File: config.mk
export PLATFORM = sky130hd
export DESIGN_NAME = game_display_timing_flat
export DESIGN_NICKNAME = d
export VERILOG_FILES = /design/src/rtl/game_display_timing_pkg.sv /design/src/rtl/game_display_timing_if.sv /design/src/rtl/game_display_timing_raster_axis_counter.sv /design/src/rtl/game_display_timing.sv /design/src/flat_wrapper.sv
export SDC_FILE = /design/constraint.sdc
export NUM_CORES = 1
export LEC_CHECK = 0
export CORE_ASPECT_RATIO = 1.1
export CORE_MARGIN = 4
export CORE_UTILIZATION = 55
export CTS_CLUSTER_DIAMETER = 200
export CTS_CLUSTER_SIZE = 8
export DETAILED_ROUTE_END_ITERATION = 16
export PLACE_DENSITY = 0.74
export SYNTH_ARGS = -nofsm -noshare
export SYNTH_HDL_FRONTEND = slang
export SYNTH_HIERARCHICAL = 1
export SYNTH_SLANG_ARGS = --single-unit
export TNS_END_PERCENT = 1
File: constraint.sdc
create_clock -name vga_pix_clk -period 4.06 [get_ports vga_pix_clk]
set_input_delay 0.812 -clock vga_pix_clk [delete_from_list [all_inputs] [get_ports vga_pix_clk]]
set_output_delay 0.812 -clock vga_pix_clk [all_outputs]
set_load 0.02 [all_outputs]
File: src/rtl/game_display_timing_pkg.sv
// Shared constants for the raster timing generator.
//   VGA_*    : 640x480@60 timing (visible, porches, sync), in clocks / lines.
//   PACMAN_* : game window size in virtual pixels.
//   width_of : counter width for a range of n values, never below 1 bit.
package game_display_timing_pkg;

  // VGA line timing, in pixel clocks
  localparam int unsigned VGA_H_VISIBLE = 640;
  localparam int unsigned VGA_H_FRONT   = 16;
  localparam int unsigned VGA_H_SYNC    = 96;
  localparam int unsigned VGA_H_BACK    = 48;

  // VGA frame timing, in lines
  localparam int unsigned VGA_V_VISIBLE = 480;
  localparam int unsigned VGA_V_FRONT   = 10;
  localparam int unsigned VGA_V_SYNC    = 2;
  localparam int unsigned VGA_V_BACK    = 33;

  // Game window, in virtual pixels
  localparam int unsigned PACMAN_GAME_W = 224;
  localparam int unsigned PACMAN_GAME_H = 288;

  // Bits needed to hold 0..n-1; degenerate ranges still get one bit.
  function automatic int unsigned width_of(input int unsigned n);
    return (n > 1) ? $clog2(n) : 1;
  endfunction

endpackage

File: src/rtl/game_display_timing_if.sv
// Pixel-coordinate bus from the timing generator to the renderer.
//   hsync/vsync     : active-low syncs
//   display_enabled : inside the visible raster
//   game_en         : inside the game window
//   sx/sy           : game column/row, 0 outside the window
//   frame_stb       : one pulse at raw (0,0)
//   game_pix_stb    : first clock of each virtual pixel in the window
interface game_display_timing_if #(
  parameter int unsigned SX_W = 8,
  parameter int unsigned SY_W = 9
);

  logic            hsync;
  logic            vsync;
  logic            display_enabled;
  logic            game_en;
  logic [SX_W-1:0] sx;
  logic [SY_W-1:0] sy;
  logic            frame_stb;
  logic            game_pix_stb;

  modport master (
    output hsync, vsync, display_enabled, game_en, sx, sy, frame_stb, game_pix_stb
  );

  modport slave (
    input hsync, vsync, display_enabled, game_en, sx, sy, frame_stb, game_pix_stb
  );

endinterface

File: src/rtl/game_display_timing_raster_axis_counter.sv
// One raster axis (horizontal or vertical): position counter with wrap,
// sync-window compare, and a scaled game-window sub-counter that yields the
// game coordinate without a divider.
// Every *_c_o output describes the position the axis moves to on the next
// edge, so the parent can register all of its outputs from the same position.
//   clk, rst_n    : clock, async active-low reset
//   clr_i         : next position is 0 (restart after reset)
//   step_i        : advance one position this cycle
//   last_c_o      : current position is the last of the axis
//   zero_c_o      : next position is 0
//   sync_n_c_o    : next position is outside the sync pulse
//   vis_c_o       : next position is in the visible range
//   win_c_o       : next position is in the game window
//   sub_zero_c_o  : next position starts a virtual pixel
//   coord_c_o     : game coordinate of next position (0 outside window)
module game_display_timing_raster_axis_counter
  import game_display_timing_pkg::*;
#(
  parameter int unsigned VISIBLE = 640,
  parameter int unsigned FRONT   = 16,
  parameter int unsigned SYNC    = 96,
  parameter int unsigned BACK    = 48,
  parameter int unsigned WIN_OFF = 208,
  parameter int unsigned WIN_LEN = 224,
  parameter int unsigned SCALE   = 1,
  parameter int unsigned COORD_W = 8
) (
  input  logic               clk,
  input  logic               rst_n,
  input  logic               clr_i,
  input  logic               step_i,
  output logic               last_c_o,
  output logic               zero_c_o,
  output logic               sync_n_c_o,
  output logic               vis_c_o,
  output logic               win_c_o,
  output logic               sub_zero_c_o,
  output logic [COORD_W-1:0] coord_c_o
);

  localparam int unsigned TOTAL = VISIBLE + FRONT + SYNC + BACK;
  localparam int unsigned POS_W = width_of(TOTAL);
  localparam int unsigned SUB_W = width_of(SCALE);

  localparam logic [POS_W-1:0] POS_LAST = POS_W'(TOTAL - 1);
  localparam logic [POS_W-1:0] VIS_END  = POS_W'(VISIBLE);
  localparam logic [POS_W-1:0] SYNC_LO  = POS_W'(VISIBLE + FRONT);
  localparam logic [POS_W-1:0] SYNC_HI  = POS_W'(VISIBLE + FRONT + SYNC);
  localparam logic [POS_W-1:0] WIN_LO   = POS_W'(WIN_OFF);
  localparam logic [POS_W-1:0] WIN_HI   = POS_W'(WIN_OFF + WIN_LEN);
  localparam logic [SUB_W-1:0] SUB_LAST = SUB_W'(SCALE - 1);

  logic [POS_W-1:0]   pos_q,   pos_d;
  logic [SUB_W-1:0]   sub_q,   sub_d;
  logic [COORD_W-1:0] coord_q, coord_d;
  logic [POS_W-1:0]   pos_inc;
  logic               win_inc;

  assign last_c_o = (pos_q == POS_LAST);
  assign pos_inc  = last_c_o ? '0 : pos_q + POS_W'(1);
  assign win_inc  = (pos_inc >= WIN_LO) && (pos_inc < WIN_HI);

  // Next position, sub-phase and coordinate; the coordinate steps each time
  // the sub-phase wraps, which replaces (pos - WIN_OFF) / SCALE.
  always_comb begin
    pos_d   = pos_q;
    sub_d   = sub_q;
    coord_d = coord_q;
    if (clr_i) begin
      pos_d   = '0;
      sub_d   = '0;
      coord_d = '0;
    end else if (step_i) begin
      pos_d = pos_inc;
      if (!win_inc || (pos_inc == WIN_LO)) begin
        sub_d   = '0;
        coord_d = '0;
      end else if (sub_q == SUB_LAST) begin
        sub_d   = '0;
        coord_d = coord_q + COORD_W'(1);
      end else begin
        sub_d = sub_q + SUB_W'(1);
      end
    end
  end

  // Axis state
  always_ff @(posedge clk or negedge rst_n) begin
    if (!rst_n) begin
      pos_q   <= '0;
      sub_q   <= '0;
      coord_q <= '0;
    end else begin
      pos_q   <= pos_d;
      sub_q   <= sub_d;
      coord_q <= coord_d;
    end
  end

  // Decodes of the next position for the parent's output registers
  assign zero_c_o     = (pos_d == '0);
  assign sync_n_c_o   = !((pos_d >= SYNC_LO) && (pos_d < SYNC_HI));
  assign vis_c_o      = (pos_d < VIS_END);
  assign win_c_o      = (pos_d >= WIN_LO) && (pos_d < WIN_HI);
  assign sub_zero_c_o = (sub_d == '0);
  assign coord_c_o    = coord_d;

endmodule

File: src/rtl/game_display_timing.sv
// Raster timing generator: VGA syncs, visible enable, and a centred,
// integer-upscaled game window with game-space coordinates and strobes.
// All outputs are registered from one raw position (h,v), so renderer RGB
// derived combinationally from sx/sy stays aligned with the syncs.
//   vga_pix_clk : pixel clock
//   rst_n       : async active-low reset; restart is always at (0,0)
//   raster_o    : pixel-coordinate bus (master side)
module game_display_timing
  import game_display_timing_pkg::*;
#(
  parameter int unsigned H_VISIBLE = VGA_H_VISIBLE,
  parameter int unsigned H_FRONT   = VGA_H_FRONT,
  parameter int unsigned H_SYNC    = VGA_H_SYNC,
  parameter int unsigned H_BACK    = VGA_H_BACK,
  parameter int unsigned V_VISIBLE = VGA_V_VISIBLE,
  parameter int unsigned V_FRONT   = VGA_V_FRONT,
  parameter int unsigned V_SYNC    = VGA_V_SYNC,
  parameter int unsigned V_BACK    = VGA_V_BACK,
  parameter int unsigned GAME_W    = PACMAN_GAME_W,
  parameter int unsigned GAME_H    = PACMAN_GAME_H,
  parameter int unsigned SCALE     = 1
) (
  input  logic                   vga_pix_clk,
  input  logic                   rst_n,
  game_display_timing_if.master  raster_o
);

  localparam int unsigned SX_W  = width_of(GAME_W);
  localparam int unsigned SY_W  = width_of(GAME_H);
  localparam int unsigned H_WIN = GAME_W * SCALE;
  localparam int unsigned V_WIN = GAME_H * SCALE;
  // Guarded so an illegal size reports the error below instead of wrapping
  localparam int unsigned H_OFF = (H_WIN <= H_VISIBLE) ? (H_VISIBLE - H_WIN) / 2 : 0;
  localparam int unsigned V_OFF = (V_WIN <= V_VISIBLE) ? (V_VISIBLE - V_WIN) / 2 : 0;

  if ((SCALE < 1) || (H_WIN > H_VISIBLE) || (V_WIN > V_VISIBLE)) begin : g_param_check
    $error("game_display_timing: scaled game window does not fit the visible raster");
  end

  logic            run_q;
  logic            hsync_q,  hsync_d;
  logic            vsync_q,  vsync_d;
  logic            de_q,     de_d;
  logic            game_en_q, game_en_d;
  logic [SX_W-1:0] sx_q,     sx_d;
  logic [SY_W-1:0] sy_q,     sy_d;
  logic            frame_stb_q, frame_stb_d;
  logic            pix_stb_q,   pix_stb_d;

  logic            h_last_c, h_zero_c, h_sync_n_c, h_vis_c, h_win_c, h_sub_zero_c;
  logic            v_last_c, v_zero_c, v_sync_n_c, v_vis_c, v_win_c, v_sub_zero_c;
  logic [SX_W-1:0] h_coord_c;
  logic [SY_W-1:0] v_coord_c;
  logic            unused_v_decodes;

  // Horizontal axis steps every clock once running
  game_display_timing_raster_axis_counter #(
    .VISIBLE (H_VISIBLE),
    .FRONT   (H_FRONT),
    .SYNC    (H_SYNC),
    .BACK    (H_BACK),
    .WIN_OFF (H_OFF),
    .WIN_LEN (H_WIN),
    .SCALE   (SCALE),
    .COORD_W (SX_W)
  ) u_h_axis (
    .clk          (vga_pix_clk),
    .rst_n        (rst_n),
    .clr_i        (!run_q),
    .step_i       (run_q),
    .last_c_o     (h_last_c),
    .zero_c_o     (h_zero_c),
    .sync_n_c_o   (h_sync_n_c),
    .vis_c_o      (h_vis_c),
    .win_c_o      (h_win_c),
    .sub_zero_c_o (h_sub_zero_c),
    .coord_c_o    (h_coord_c)
  );

  // Vertical axis steps when the line wraps
  game_display_timing_raster_axis_counter #(
    .VISIBLE (V_VISIBLE),
    .FRONT   (V_FRONT),
    .SYNC    (V_SYNC),
    .BACK    (V_BACK),
    .WIN_OFF (V_OFF),
    .WIN_LEN (V_WIN),
    .SCALE   (SCALE),
    .COORD_W (SY_W)
  ) u_v_axis (
    .clk          (vga_pix_clk),
    .rst_n        (rst_n),
    .clr_i        (!run_q),
    .step_i       (run_q && h_last_c),
    .last_c_o     (v_last_c),
    .zero_c_o     (v_zero_c),
    .sync_n_c_o   (v_sync_n_c),
    .vis_c_o      (v_vis_c),
    .win_c_o      (v_win_c),
    .sub_zero_c_o (v_sub_zero_c),
    .coord_c_o    (v_coord_c)
  );

  // Frame wrap and row sub-phase are implied by the other decodes
  assign unused_v_decodes = &{1'b0, v_last_c, v_sub_zero_c};

  // Output decode for the position both axes move to on this edge
  always_comb begin
    hsync_d     = h_sync_n_c;
    vsync_d     = v_sync_n_c;
    de_d        = h_vis_c && v_vis_c;
    game_en_d   = h_win_c && v_win_c;
    sx_d        = '0;
    sy_d        = '0;
    frame_stb_d = h_zero_c && v_zero_c;
    pix_stb_d   = game_en_d && h_sub_zero_c;
    if (game_en_d) begin
      sx_d = h_coord_c;
      sy_d = v_coord_c;
    end
  end

  // Output registers; run_q makes the first edge after reset present (0,0)
  always_ff @(posedge vga_pix_clk or negedge rst_n) begin
    if (!rst_n) begin
      run_q       <= 1'b0;
      hsync_q     <= 1'b1;
      vsync_q     <= 1'b1;
      de_q        <= 1'b0;
      game_en_q   <= 1'b0;
      sx_q        <= '0;
      sy_q        <= '0;
      frame_stb_q <= 1'b0;
      pix_stb_q   <= 1'b0;
    end else begin
      run_q       <= 1'b1;
      hsync_q     <= hsync_d;
      vsync_q     <= vsync_d;
      de_q        <= de_d;
      game_en_q   <= game_en_d;
      sx_q        <= sx_d;
      sy_q        <= sy_d;
      frame_stb_q <= frame_stb_d;
      pix_stb_q   <= pix_stb_d;
    end
  end

  assign raster_o.hsync           = hsync_q;
  assign raster_o.vsync           = vsync_q;
  assign raster_o.display_enabled = de_q;
  assign raster_o.game_en         = game_en_q;
  assign raster_o.sx              = sx_q;
  assign raster_o.sy              = sy_q;
  assign raster_o.frame_stb       = frame_stb_q;
  assign raster_o.game_pix_stb    = pix_stb_q;

endmodule
File: src/flat_wrapper.sv
// flat-port wrapper written by rule: the top's interface ports become plain ports
module game_display_timing_flat import game_display_timing_pkg::*;
#(
  parameter int unsigned H_VISIBLE = VGA_H_VISIBLE,
  parameter int unsigned H_FRONT   = VGA_H_FRONT,
  parameter int unsigned H_SYNC    = VGA_H_SYNC,
  parameter int unsigned H_BACK    = VGA_H_BACK,
  parameter int unsigned V_VISIBLE = VGA_V_VISIBLE,
  parameter int unsigned V_FRONT   = VGA_V_FRONT,
  parameter int unsigned V_SYNC    = VGA_V_SYNC,
  parameter int unsigned V_BACK    = VGA_V_BACK,
  parameter int unsigned GAME_W    = PACMAN_GAME_W,
  parameter int unsigned GAME_H    = PACMAN_GAME_H,
  parameter int unsigned SCALE     = 1
)
  (vga_pix_clk, rst_n, raster_o_hsync, raster_o_vsync, raster_o_display_enabled, raster_o_game_en, raster_o_sx, raster_o_sy, raster_o_frame_stb, raster_o_game_pix_stb);
  game_display_timing_if raster_o_i ();
  input  logic vga_pix_clk;
  input  logic rst_n;
  output wire logic [$bits(raster_o_i.hsync)-1:0] raster_o_hsync;
  output wire logic [$bits(raster_o_i.vsync)-1:0] raster_o_vsync;
  output wire logic [$bits(raster_o_i.display_enabled)-1:0] raster_o_display_enabled;
  output wire logic [$bits(raster_o_i.game_en)-1:0] raster_o_game_en;
  output wire logic [$bits(raster_o_i.sx)-1:0] raster_o_sx;
  output wire logic [$bits(raster_o_i.sy)-1:0] raster_o_sy;
  output wire logic [$bits(raster_o_i.frame_stb)-1:0] raster_o_frame_stb;
  output wire logic [$bits(raster_o_i.game_pix_stb)-1:0] raster_o_game_pix_stb;
  assign raster_o_hsync = raster_o_i.hsync;
  assign raster_o_vsync = raster_o_i.vsync;
  assign raster_o_display_enabled = raster_o_i.display_enabled;
  assign raster_o_game_en = raster_o_i.game_en;
  assign raster_o_sx = raster_o_i.sx;
  assign raster_o_sy = raster_o_i.sy;
  assign raster_o_frame_stb = raster_o_i.frame_stb;
  assign raster_o_game_pix_stb = raster_o_i.game_pix_stb;
  game_display_timing #(.H_VISIBLE(H_VISIBLE), .H_FRONT(H_FRONT), .H_SYNC(H_SYNC), .H_BACK(H_BACK), .V_VISIBLE(V_VISIBLE), .V_FRONT(V_FRONT), .V_SYNC(V_SYNC), .V_BACK(V_BACK), .GAME_W(GAME_W), .GAME_H(GAME_H), .SCALE(SCALE)) u_core (.vga_pix_clk(vga_pix_clk), .rst_n(rst_n), .raster_o(raster_o_i));
endmodule
==> impl_metrics.csv, run 1 <==
group,metric,value,unit
outcome,status,"finished, final reports clean",
final_layout,areaGrowthSynthToFinish,11.84,%
critical_path,critPathSlowestCell,"dfrtp_1",
floorplanning,rows,31,
final_layout,final_layout_size_suffix_gt1_share,12.07,%
clock_tree,clk_latency,0.34,ns
sta,tns,0,ns
logic_synthesis,yosys_warnings,6,
clock_tree,ctsHoldBuffers,0,
grt,grt_pass1_vias,3057,
critical_path,cpPeakStageDelay,0.48,ns
logic_synthesis,netlist.top_cell.by_area,"dfrtp_1",
sta,setup_slack,0.4844,ns
pwr,power.density,314.0,mW/mm2
clock_tree,clockBufferDepth,2,
sta,hold_viol_final,0,
sta,min_period,3.576,ns
logic_synthesis,synth_edf_count,0,
grt,grt_overflow,0,
critical_path,startpoint_type,"flop",
grt,grt_usage,22.40,%
grt,antenna_found_initial,0,
critical_path,critPathMaxFanout,19,
logic_synthesis,ys_ff_latch,63,
logic_synthesis,synth_cells,423,
final_layout,num_antenna_cells,0,
logic_synthesis,syn_nets,430,
place,place_area,0.004101,mm2
critical_path,critPathBufInv,4,
logic_synthesis,async_flop_share,100.0,%
critical_path,arrival,3.84,ns
clock_tree,cts.sinks,63,
job,drv_cap,0,
pwr,irDropWorstVdd,0.2123,mV
floorplanning,core-area,0.006749,mm2
logic_synthesis,netlist_top_cells_count,"61 x dfrtp_1, 43 x nand2_1, 27 x nor2_1",
floorplanning,die_x,88.19,um
sta,max_freq,279.7,MHz
floorplanning,pin_count,25,
critical_path,path_common_cell,"inv_1",
critical_path,crit_chain,"ha_1 > and4_4 > nand4_4 > inv_2 > and2_1 > inv_1 > o31a_1 > o21bai_1 > inv_1 > a211oi_1 > buf_4 > and3_1",
pwr,cellLeakagePower,1.840,nW
clock_tree,cts.repair.resized,0,
routing,drc,0,
logic_synthesis,synthTopCellsByArea,"dfrtp_1 39%, nand2_1 4.1%, and3_1 3.7%",
critical_path,path_delay_family,"simple AND/OR/NAND/NOR gates",
routing,routed_wl,8629,um
clock_tree,cts_inserted_buffers,9,
sta,finalCritPeriodShare,88.07,%
place,place_congestion,0.9143,
final_layout,finalInstanceArea,0.004350,mm2
sta,setup_viol,0,
sta,drv_slew,0,
routing,via_count,3191,
logic_synthesis,ys_types,79,
grt,grt_max_degree,43,
grt,grt_pass1_wl,14900,um
final_layout,fillers,540,
sta,worst_slew_pin_slew,0.9023,ns
sta,skew,0.008593,ns
sta,slew-limit-headroom,39.84,%
floorplanning,die_h,96.21,um
routing,drtPass1Iterations,4,
clock_tree,path_clk_slew,0.07,ns
clock_tree,root_buffer,"clkbuf_8",
sta,fin_hold_ws,0.4990,ns
critical_path,crit_cells,12,
routing,drtIter0Drc,173,
clock_tree,cts_tree,"done",
critical_path,critPathCaptureType,"flop",
logic_synthesis,synth.top_cell.area_share,39.24,%
clock_tree,postCtsSetupBuffers,0,
logic_synthesis,synth_flop_cell,"dfrtp_1",
routing,wire_per_inst,16.56,um
final_layout,layout.nets,441,
place,portBuffers,24,
logic_synthesis,syn_avg_cell_area,9.196,um2
critical_path,rr_worst_depth,12,
floorplanning,die_area,0.008484,mm2
floorplanning,start_util,57.64,%
place,hpwlAfterDp,6062,um
critical_path,ff2ff_setup_slack,0.48,ns
logic_synthesis,yosysSeqAreaShare,40.59,%
place,place_ws,0.5461,ns
routing,ant_nets,0,
critical_path,cp.required,4.33,ns
logic_synthesis,synthesis.area,0.003890,mm2
min_path,hold_depth,2,
sta,rsz0062_at_grt,"false",
logic_synthesis,yosysMostFrequentCell,"dfrtp_1",
final_layout,post-route-util,64.46,%
routing,avgViaCountPerCell,6.125,
critical_path,path_class,"reg -> reg",
clock_tree,htreeDepth,3,
min_path,hp-class,"reg -> reg",
==> flip-flops by register name, summed over array words and instances (netlist names), 8 cells and up <==
signal                   cells
u_core/raster_o.sx           8
u_core/u_h_axis/coord_q      8
u_core/u_v_axis/pos_q       10
u_core/u_h_axis/pos_q       10
u_core/raster_o.sy           9
u_core/u_v_axis/coord_q      9
==> area by class of cell <==
| type | instances | area, um2 | share of cell area [%] |
|---|---|---|---|
| Inverter | 14 | 52.55 | 1.208 |
| Sequential cell | 63 | 1579 | 36.30 |
| Tap cell | 82 | 102.6 | 2.358 |
| Timing Repair Buffer | 29 | 272.8 | 6.270 |
| Clock inverter | 7 | 125.1 | 2.876 |
| Clock buffer | 9 | 123.9 | 2.847 |
| Multi-Input combinational cell | 317 | 2095 | 48.15 |
==> per-stage QoR <==
step,instances,total power [mW]
after floorplan,423,0.6718
after global placement,505,0.6936
after detailed placement,505,0.6949
after CTS,521,1.379
after global routing,521,1.414
final,521,1.366
==> report_power, final <==
part | internal (mW) | switching (mW) | leakage [nW] | total (mW)
Combinational | 0.0131 | 0.0307 | 0.853 | 0.0438
Clock | 0.417 | 0.268 | 0.125 | 0.684
Sequential | 0.630 | 0.00731 | 0.861 | 0.638
Total | 1.06 | 0.306 | 1.84 | 1.37
==> tightest hold or removal path, stage by stage, from the launching register on <==
cell and delay, ns:
dfrtp_1 0.34, nand2_1 0.07, inv_1 0.05
==> cells by family (layout without fill, tap and decap cells) <==
| logic type | after synthesis | count (layout) | share of synthesized area, % |
|---|---|---|---|
| xor+xnor | 26 | 26 | 5.854 |
| other cells | 1 | 1 | 0.09640 |
| mux | 3 | 3 | 0.8041 |
| compound gates | 93 | 93 | 17.88 |
| buf+inv | 43 | 59 | 5.564 |
| flops | 63 | 63 | 40.59 |
| fa+ha+maj | 5 | 5 | 1.608 |
| simple gates | 189 | 189 | 27.60 |
==> final timing paths <==
path                                                          from                            endpoint
worst min-delay path               u_core/u_h_axis/sub_q$_DFF_PN0_     u_core/u_h_axis/sub_q$_DFF_PN0_
worst max register to register  u_core/u_h_axis/pos_q[0]$_DFF_PN0_     u_core/raster_o.sx[0]$_DFF_PN0_
min in group asynchronous                                    rst_n  u_core/u_v_axis/pos_q[3]$_DFF_PN0_
max in group asynchronous                                    rst_n     u_core/raster_o.hsync$_DFF_PN1_
worst max-delay path            u_core/u_h_axis/pos_q[0]$_DFF_PN0_     u_core/raster_o.sx[0]$_DFF_PN0_
worst min register to register     u_core/u_h_axis/sub_q$_DFF_PN0_     u_core/u_h_axis/sub_q$_DFF_PN0_
==> layout by cell type, fill, tap and decap left out, types with 3 or more instances in the layout <==
master,count
dfrtp_1,61
nand2_1,43
nor2_1,27
clkdlybuf4s50_1,23
and3_1,23
nand3_1,16
xor2_1,16
o21ai_0,15
a21oi_1,15
inv_1,13
nor4_1,12
nand4_1,11
xnor2_1,10
clkbuf_8,9
nor2b_1,8
a31oi_1,8
nor3_1,7
a211oi_1,6
and2_1,5
buf_4,5
o21ai_1,5
ha_1,5
inv_6,4
a21oi_2,4
nor3b_1,4
nand2b_1,4
and4_1,4
bufinv_16,3
or3_1,3
o21bai_1,3
==> per-layer routing <==
metal | up-vias | wire length, um | part of all wire [%] | GRT usage (%)
li1 | 1572 | - | - | -
met1 | 1534 | 3814 | 44 | 29.50
met2 | 72 | 4358 | 51 | 36.72
met3 | 13 | 311 | 3.6 | 4.195
met4 | 0 | 144 | 1.7 | 8.186
met5 | - | 0 | 0 | 0
Note: power is estimated with default switching activity, not from simulation.
==> inputs of run 2 (changes only) <==
Settings changed: CORE_MARGIN 4 to unset, SETUP_SLACK_MARGIN set to 0.02.
==> impl_metrics.csv, run 2 (same netlist as run 1, synthesis figures left out) <==
group,metric,value,unit
outcome,status,"finished, final reports clean",
sta,setup_slack,0.5154,ns
grt,grt_usage,25.10,%
place,place_congestion,0.9640,
min_path,hp-class,"reg -> reg",
pwr,switching_share,25.18,%
final_layout,reg_top3,"u_core/u_h_axis/pos_q: 10 flops, u_core/u_v_axis/pos_q: 10 flops",
sta,setup_viol,0,
final_layout,final_layout_size_suffix_gt1_share,11.87,%
clock_tree,path_clk_slew,0.07,ns
pwr,cellLeakagePower,1.799,nW
sta,hold_viol_final,0,
place,portBuffers,24,
floorplanning,start_util,57.97,%
floorplanning,rows,31,
pwr,p_total,1.157,mW
critical_path,critPathSlowestCell,"dfrtp_1",
clock_tree,cts.repair.resized,0,
floorplanning,core-area,0.006710,mm2
grt,grt_pass1_vias,3090,
pwr,p_sw,0.2913,mW
floorplanning,die_area,0.007414,mm2
routing,via_count,3169,
sta,drv_slew,0,
critical_path,cp.required,4.34,ns
clock_tree,ctsHoldBuffers,0,
clock_tree,clk_latency,0.34,ns
sta,finalCritPeriodShare,87.30,%
floorplanning,die_x,82.19,um
sta,skew,0.004938,ns
critical_path,arrival,3.82,ns
clock_tree,cts_inserted_buffers,9,
clock_tree,cts_tree,"done",
place,place_ws,0.5725,ns
routing,drtIter0Drc,155,
floorplanning,pin_count,25,
clock_tree,postCtsSetupBuffers,0,
critical_path,startpoint_type,"flop",
pwr,power_frac_comb,3.7,%
grt,grt_max_degree,34,
job,drv_cap,0,
critical_path,critPathMaxFanout,19,
routing,drtPass1Iterations,4,
sta,rsz0062_at_grt,"false",
clock_tree,cts.sinks,63,
final_layout,areaGrowthSynthToFinish,9.682,%
pwr,power.density,271.1,mW/mm2
sta,tns,0,ns
final_layout,num_antenna_cells,0,
critical_path,cpPeakStageDelay,0.48,ns
pwr,p_int,0.8656,mW
sta,max_freq,282.1,MHz
floorplanning,die_h,90.21,um
sta,min_period,3.545,ns
final_layout,layout.cells.most_common_list,"61 x dfrtp_1, 43 x nand2_1, 27 x nor2_1, 23 x clkdlybuf4s50_1, 23 x and3_1",
routing,wire_per_inst,15.92,um
final_layout,final_common_cell,"dfrtp_1",
routing,avgViaCountPerCell,6.094,
routing,drc,0,
sta,slew-limit-headroom,54.26,%
final_layout,seqCellArea,0.001579,mm2
critical_path,path_common_cell,"inv_1",
grt,antenna_found_initial,0,
clock_tree,clockBufferDepth,2,
pwr,irDropWorstVdd,0.2006,mV
routing,routed_wl,8277,um
place,hpwlAfterDp,5715,um
pwr,power_frac_seq,55.1,%
critical_path,crit_chain,"ha_1 > and4_4 > nand4_4 > inv_2 > and2_1 > inv_1 > o31a_1 > o21bai_1 > inv_1 > a211oi_1 > buf_4 > and3_1",
grt,grt_overflow,0,
clock_tree,htreeDepth,3,
critical_path,path_class,"reg -> reg",
sta,worst_slew_pin_slew,0.6861,ns
pwr,p_clk_share,41.1,%
routing,ant_nets,0,
grt,grt_pass1_wl,14320,um
final_layout,fillers,549,
final_layout,layout.nets,440,
final_layout,multi_input_area,0.002095,mm2
critical_path,critPathCaptureType,"flop",
clock_tree,root_buffer,"clkbuf_8",
==> run 2: cell types whose count changed in the layout (fill, tap and decap cells not counted), sizes merged <==
cell      change
buf           -1
bufinv        -3
clkinv        +5
clkinvlp      +1
inv           -3
==> run 2: per-layer routing <==
metal / wire length [um] / global-route usage [%] / part of all wire [%] / up-vias
li1: - / - / - / 1568
met1: 3759 / 33.33 / 45 / 1521
met2: 4040 / 38.29 / 49 / 61
met3: 262 / 4.365 / 3.2 / 19
met4: 214 / 13.60 / 2.6 / 0
met5: 0 / 0 / 0 / -
==> run 2: path summary, 6_finish.rpt <==
kind,start,endpoint,slack (ns),cells past startpoint
worst min-delay path,u_core/u_h_axis/sub_q$_DFF_PN0_,u_core/u_h_axis/sub_q$_DFF_PN0_,0.50,2
max in group asynchronous,rst_n,u_core/u_h_axis/coord_q[6]$_DFF_PN0_,2.68,2
worst min register to register,u_core/u_h_axis/sub_q$_DFF_PN0_,u_core/u_h_axis/sub_q$_DFF_PN0_,0.50,2
min in group asynchronous,rst_n,u_core/u_v_axis/pos_q[2]$_DFF_PN0_,0.51,1
worst max register to register,u_core/u_h_axis/pos_q[0]$_DFF_PN0_,u_core/raster_o.sy[2]$_DFF_PN0_,0.52,12
worst max-delay path,u_core/u_h_axis/pos_q[0]$_DFF_PN0_,u_core/raster_o.sy[2]$_DFF_PN0_,0.52,12
==> run 2: final cells by class <==
| cell class | count | area share (%) |
|---|---|---|
| Clock buffer | 9 | 2.903 |
| Sequential cell | 63 | 37.01 |
| Clock inverter | 7 | 1.144 |
| Multi-Input combinational cell | 317 | 49.09 |
| Timing Repair Buffer | 28 | 6.217 |
| Inverter | 14 | 1.232 |
| Tap cell | 82 | 2.405 |
==> run 2: worst max-delay path: cells and delay by family, from the launching register on <==
kind	cells	cell delay, ns
flip-flops	1	0.48
AO/OA/AOI/OAI	3	0.84
adder cells (fa/ha/maj)	1	0.34
buffers and inverters	4	0.66
AND/OR/NAND/NOR	4	1.14
==> run 2: stage by stage <==
step                utilization, %  area (um2)  hold WS [ns]  std cells
floorplan                        -        3890        0.4460        423
global route                 63.58        4267        0.5292        520
global placement             61.01        4094        0.4730        504
finish                       63.58        4267        0.4950        520
CTS                          63.58        4267        0.4942        520
detailed placement           61.01        4094        0.4782        504
==> run 2: power groups by stage <==
stage / clock network, mW / logic [mW] / registers, mW
2_1_floorplan: 0 / 0.0240 / 0.648
3_3_place_gp: 0 / 0.0438 / 0.650
3_5_place_dp: 0 / 0.0442 / 0.650
4_1_cts: 0.492 / 0.0443 / 0.638
5_1_grt: 0.523 / 0.0495 / 0.638
6_report: 0.476 / 0.0431 / 0.638
==> inputs of run 3 (changes only) <==
--- a/config.mk
+++ b/config.mk
@@ -6,10 +6,11 @@
 export NUM_CORES = 1
 export LEC_CHECK = 0
+export ABC_AREA = 1
 export CORE_ASPECT_RATIO = 1.1
-export CORE_UTILIZATION = 55
+export CORE_UTILIZATION = 35
 export CTS_CLUSTER_DIAMETER = 200
 export CTS_CLUSTER_SIZE = 8
 export DETAILED_ROUTE_END_ITERATION = 16
-export PLACE_DENSITY = 0.74
+export PLACE_DENSITY = 0.51
 export SETUP_SLACK_MARGIN = 0.02
 export SYNTH_ARGS = -nofsm -noshare
==> constraint.sdc (replaced) <==
create_clock -name vga_pix_clk -period 4.06 [get_ports vga_pix_clk]
set_input_delay 0.812 -clock vga_pix_clk [delete_from_list [all_inputs] [get_ports vga_pix_clk]]
set_output_delay 0.812 -clock vga_pix_clk [all_outputs]
set_load 0.005 [all_outputs]
==> impl_metrics.csv, run 3 <==
group,metric,value,unit
outcome,status,"finished, final reports clean",
sta,drv_slew,0,
floorplanning,start_util,35.76,%
clock_tree,clk_latency,0.35,ns
critical_path,cp.required,4.34,ns
grt,grt_usage,15.99,%
pwr,cellLeakagePower,1.818,nW
logic_synthesis,synth_cells,448,
clock_tree,clockBufferDepth,2,
floorplanning,die_x,97.62,um
routing,ant_nets,0,
sta,worst_slew_pin_slew,1.084,ns
sta,min_period,3.032,ns
place,place_area,0.003884,mm2
critical_path,arrival,3.31,ns
final_layout,finalInstanceArea,0.004105,mm2
logic_synthesis,syn_nets,455,
sta,hold_viol_final,0,
final_layout,num_antenna_cells,0,
logic_synthesis,syn_avg_cell_area,7.856,um2
final_layout,layout.nets,487,
routing,via_count,2902,
pwr,power.density,313.2,mW/mm2
routing,drtPass1Iterations,4,
clock_tree,htreeDepth,3,
grt,grt_overflow,0,
final_layout,areaGrowthSynthToFinish,16.64,%
critical_path,rr_worst_depth,17,
clock_tree,ctsHoldBuffers,0,
final_layout,final_common_cell,"nand2_1",
clock_tree,root_buffer,"clkbuf_8",
sta,tns,0,ns
critical_path,path_class,"reg -> reg",
clock_tree,cts_inserted_buffers,9,
min_path,hold_depth,2,
sta,rsz0062_at_grt,"false",
logic_synthesis,yosys_warnings,6,
floorplanning,rows,38,
critical_path,critPathCaptureType,"flop",
sta,setup_viol,0,
clock_tree,cts.sinks,63,
job,drv_cap,0,
critical_path,startpoint_type,"flop",
routing,wire_per_inst,12.68,um
min_path,hp-class,"reg -> reg",
routing,avgViaCountPerCell,4.797,
place,hpwlAfterDp,5633,um
grt,grt_max_degree,50,
floorplanning,pin_count,25,
sta,max_freq,329.8,MHz
sta,slew-limit-headroom,27.72,%
grt,grt_pass1_vias,2799,
final_layout,reg_top3,"u_core/u_h_axis/pos_q: 10 flops, u_core/u_v_axis/pos_q: 10 flops",
sta,finalCritPeriodShare,74.68,%
clock_tree,postCtsSetupBuffers,0,
floorplanning,die_area,0.01046,mm2
sta,fin_hold_ws,0.5454,ns
sta,skew,0.01434,ns
grt,antenna_found_initial,0,
grt,grt_pass1_wl,13030,um
final_layout,layout.cells.most_common_list,"95 x nand2_1, 72 x inv_1, 65 x nor2_1, 61 x dfrtp_1, 31 x nand3_1",
routing,routed_wl,7669,um
place,place_congestion,0.8270,
logic_synthesis,synthesis.area,0.003520,mm2
place,portBuffers,24,
clock_tree,cts_tree,"done",
floorplanning,core-area,0.009842,mm2
routing,drc,0,
final_layout,final_layout_size_suffix_gt1_share,14.43,%
routing,drtIter0Drc,97,
clock_tree,cts.repair.resized,0,
pwr,irDropWorstVdd,0.2143,mV
floorplanning,die_h,107.2,um
critical_path,critPathMaxFanout,19,
pwr,p_total,1.286,mW
clock_tree,path_clk_slew,0.08,ns
## run 3: cell type report
| class | count | area [um2] |
|---|---|---|
| inverters | 78 | 294.0 |
| clock inverters | 7 | 97.59 |
| repair buffers | 25 | 242.7 |
| well taps | 120 | 150.1 |
| multi-input cells | 303 | 1618 |
| clock buffers | 9 | 123.9 |
| flip-flops and latches | 63 | 1579 |
| fillers | 1029 | 5737 |
## run 3: final timing paths
path | start | to | slack, ns
min in group asynchronous | rst_n | u_core/u_v_axis/coord_q[8]$_DFF_PN0_ | 0.66
setup / recovery | u_core/u_h_axis/pos_q[1]$_DFF_PN0_ | u_core/raster_o.sy[7]$_DFF_PN0_ | 1.03
max in group asynchronous | rst_n | u_core/u_h_axis/pos_q[5]$_DFF_PN0_ | 2.57
setup reg to reg | u_core/u_h_axis/pos_q[1]$_DFF_PN0_ | u_core/raster_o.sy[7]$_DFF_PN0_ | 1.03
hold reg to reg | u_core/u_v_axis/sub_q$_DFF_PN0_ | u_core/u_v_axis/sub_q$_DFF_PN0_ | 0.55
hold / removal | u_core/u_v_axis/sub_q$_DFF_PN0_ | u_core/u_v_axis/sub_q$_DFF_PN0_ | 0.55
## run 3: per-layer routing
| layer | vias to the layer above | track usage [%] | wire, um |
|---|---|---|---|
| met4 | 0 | 7.143 | 133 |
| li1 | 1491 | - | - |
| met2 | 33 | 26.65 | 3716 |
| met3 | 13 | 4.302 | 216 |
| met1 | 1365 | 19.40 | 3602 |
| met5 | - | 0 | 0 |
## run 3: worst max-delay path, stage by stage (launching register included)
cell and delay, ns:
dfrtp_1 0.37, ha_1 0.18, nand2_2 0.10, nor2_4 0.18, nand3_4 0.15, inv_2 0.09
nand2_1 0.05, inv_1 0.36, inv_2 0.16, nor2_2 0.30, inv_1 0.11, o21ai_2 0.19
inv_1 0.08, o211ai_1 0.16, nand2_1 0.07, inv_1 0.09, nand2_4 0.15, nor2_1 0.17
## run 3: metrics by stage
stage | std cells | setup WS (ns) | util [%]
floorplan | 448 | 1.733 | -
global placement | 589 | 1.166 | 39.46
detailed placement | 589 | 1.018 | 39.46
CTS | 605 | 0.9990 | 41.71
global route | 605 | 0.6344 | 41.71
finish | 605 | 1.028 | 41.71
## run 3: report_power, final
group | internal [mW] | switching (mW)
sequential | 0.631 | 0.00435
combinational | 0.0108 | 0.0330
clock | 0.346 | 0.260
==> RTL edit 1: new RTL, settings of run 1 <==
`PACMAN_GAME_W`: 224 -> 228.
--- a/src/rtl/game_display_timing_pkg.sv
+++ b/src/rtl/game_display_timing_pkg.sv
@@ -17,7 +17,7 @@
   localparam int unsigned VGA_V_BACK    = 33;
 
   // Game window, in virtual pixels
-  localparam int unsigned PACMAN_GAME_W = 224;
+  localparam int unsigned PACMAN_GAME_W = 228;
   localparam int unsigned PACMAN_GAME_H = 288;
 
   // Bits needed to hold 0..n-1; degenerate ranges still get one bit.
Function: no difference found for any inputs over 10 cycles, from zero or initial values and one cycle with rst_n low; that may be too few to reach the edited logic, so the function may still have changed.
==> RTL edit 1 against run 1 <==
- worst hold slack better by 0.057 ns
- worst setup slack worse by 0.15 ns
- combinational power up 38%
- area after synthesis up 1.1%
- first-iteration DRC count up 20%
- routed wire length up 3.5%
- design area up 0.46%
- total power down 4.6%
- sequential cell count unchanged
- clock skew up 0.0014 ns
- sequential power about the same
- critical path depth unchanged
- largest cell class unchanged
==> RTL edit 1: results (changes against run 1) <==
| Metric | Value |
|---|---|
| Status | `completed (unchanged)` |
| Crit path DAT | `3.95 ns (was 3.84 ns)` |
| Wirelength per Cell | `16.7 um (was 16.6 um)` |
| Met2 usage | `31.7% (was 36.7%)` |
| Top post-synthesis cells by area | `dfrtp_1 (39%), and3_1 (3.3%), nand2_1 (3.3%) (was dfrtp_1 (39%), nand2_1 (4.1%), and3_1 (3.7%))` |
| GR Util All Layers | `21.8% (was 22.4%)` |
| Complex-gate fraction of the synthesized area | `17.6% (was 17.9%)` |
| CP max stage cell | `or4_4 (was dfrtp_1)` |
| Global-route wire length before repair | `15,000 um (was 14,900 um)` |
| Worst Hold Path EP | `u_core/u_v_axis/coord_q[1] (was u_core/u_h_axis/sub_q)` |
| Final Wtd Congestion | `0.901 (was 0.914)` |
| WL met2 | `4150 um (was 4360 um)` |
| Worst clock skew | `0.0100 ns (was 0.00859 ns)` |
| Crit path to | `u_core/raster_o.sx[6] (was u_core/raster_o.sx[0])` |
| Largest net degree at the start of global routing | `42 (was 43)` |
| Sw Share | `23.4% (was 22.4%)` |
| Leakage Power | `1.84 nW (about the same)` |
| WHS | `0.556 ns (was 0.499 ns)` |
| Synthesized net count | `439 (was 430)` |
| HPWL after DPL | `6120 um (was 6060 um)` |
| Placed instance count | `519 (was 505)` |
| Starting DRC count in detailed routing | `208 (was 173)` |
| Final worst setup slack | `0.338 ns (was 0.484 ns)` |
| Average vias per placed instance | `6.30 (was 6.12)` |
| Layout cell share with drive strength beyond 1 | `11.8% (was 12.1%)` |
| DR WL met3 | `436 um (was 311 um)` |
[RTL edit 1: tightest hold or removal path, delay by kind of cell, from the launching register on]
kind | cells | cell delay [ns]
simple gates | 1 | 0.06
flops | 1 | 0.38
compound gates | 1 | 0.07
[RTL edit 1: final cells by class]
| type | instances | area (um^2) | area share [%] |
|---|---|---|---|
| multi-input cells | 318 | 2080 | 47.6 |
| clock buffers | 10 | 128 | 2.92 |
| flip-flops and latches | 63 | 1580 | 36.1 |
| clock inverters | 6 | 93.8 | 2.15 |
| repair buffers | 34 | 310 | 7.10 |
| well taps | 85 | 106 | 2.43 |
| inverters | 19 | 71.3 | 1.63 |
[RTL edit 1: power by group through the flow]
stage	Clock, mW	Sequential, mW	Combinational (mW)
after floorplan	0	0.647	0.0359
after global placement	0	0.648	0.0589
after detailed placement	0	0.648	0.0601
after CTS	0.618	0.636	0.0607
after global routing	0.648	0.637	0.0672
final	0.607	0.636	0.0603
==> RTL edit 2: new RTL, config.mk and constraints of run 1 <==
Without the edit above. Take the reset off `sx_q` and `sy_q` and load them in a clocked block of their own.
--- a/src/rtl/game_display_timing.sv
+++ b/src/rtl/game_display_timing.sv
@@ -128,8 +128,6 @@
       vsync_q     <= 1'b1;
       de_q        <= 1'b0;
       game_en_q   <= 1'b0;
-      sx_q        <= '0;
-      sy_q        <= '0;
       frame_stb_q <= 1'b0;
       pix_stb_q   <= 1'b0;
     end else begin
@@ -138,11 +136,14 @@
       vsync_q     <= vsync_d;
       de_q        <= de_d;
       game_en_q   <= game_en_d;
-      sx_q        <= sx_d;
-      sy_q        <= sy_d;
       frame_stb_q <= frame_stb_d;
       pix_stb_q   <= pix_stb_d;
     end
+  end
+
+  always_ff @(posedge vga_pix_clk) begin
+    sx_q <= sx_d;
+    sy_q <= sy_d;
   end
 
   assign raster_o.hsync           = hsync_q;
Check against the original RTL: same outputs for any inputs over 10 cycles, from zero or initial values and one cycle with rst_n low; that may be too few to reach the edited logic, so the function may still have changed.
==> RTL edit 2 against run 1 <==
- sequential cell count is the same
- combinational power shrank 9.8%
- worst setup slack gained 0.28 ns
- total power shrank 9.0%
- non-clock buffer count is the same
- routed wire length shrank 5.2%
- area after synthesis shrank 4.9%
- design area shrank 4.8%
- critical endpoint is now u_core/raster_o.sx[7]
- largest power group is now registers
==> RTL edit 2: results (changes against run 1) <==
| Metric | Value |
|---|---|
| Status | `completed (unchanged)` |
| Post-synthesis mux area share | `0.845% (was 0.804%)` |
| Power Density | `300 nW/um^2 (was 314 nW/um^2)` |
| Wirelength per Cell | `15.9 um (was 16.6 um)` |
| Switching power | `0.288 mW (was 0.306 mW)` |
| HPWL after DPL | `5450 um (was 6060 um)` |
| Post-synthesis cell type count | `73 (was 79)` |
| DR WL met3 | `362 um (was 311 um)` |
| Largest net degree at the start of global routing | `47 (was 43)` |
| Met2 usage | `33.8% (was 36.7%)` |
| Crit path DAT | `3.53 ns (was 3.84 ns)` |
| M1 WL | `3600 um (was 3810 um)` |
| Top post-synthesis cells by area | `dfrtp_1 (30%), dfxtp_1 (9.2%), nand2_1 (3.7%) (was dfrtp_1 (39%), nand2_1 (4.1%), and3_1 (3.7%))` |
| Placed instance count | `500 (was 505)` |
| Worst R2R End | `u_core/raster_o.sx[7] (was u_core/raster_o.sx[0])` |
| Layout cell share with drive strength beyond 1 | `11.8% (was 12.1%)` |
| Number of global-route vias before repair | `3,031 (was 3,057)` |
| Detailed Routing Iterations Pass 1 | `5 (was 4)` |
| Starting DRC count in detailed routing | `113 (was 173)` |
| Leakage Power | `1.68 nW (was 1.84 nW)` |
| Dpl cell area | `3920 um^2 (was 4100 um^2)` |
| Global-route wire length before repair | `13,700 um (was 14,900 um)` |
| Via count | `3,178 (was 3,191)` |
| Worst clock skew | `0.0108 ns (was 0.00859 ns)` |
| Total Nets Final | `436 (was 441)` |
## RTL edit 2: changes by cell type after synthesis, sizes merged, moves of 4 or more
| cell | run 1 | this run |
|---|---|---|
| nand2 | 43 | 36 |
| nor3 | 8 | 14 |
| dfxtp | 0 | 17 |
| a21oi | 19 | 14 |
| o21ai | 21 | 28 |
| nor4 | 12 | 4 |
| dfrtp | 61 | 44 |
| or3 | 3 | 7 |
| nor2 | 27 | 36 |
## RTL edit 2: cell type report
| class | instances | area, um^2 | area share (%) |
|---|---|---|---|
| well taps | 82 | 103 | 2.48 |
| clock inverters | 4 | 32.5 | 0.785 |
| inverters | 12 | 45.0 | 1.09 |
| repair buffers | 29 | 273 | 6.59 |
| clock buffers | 12 | 188 | 4.53 |
| multi-input cells | 314 | 2010 | 48.5 |
| flip-flops and latches | 63 | 1490 | 36.1 |
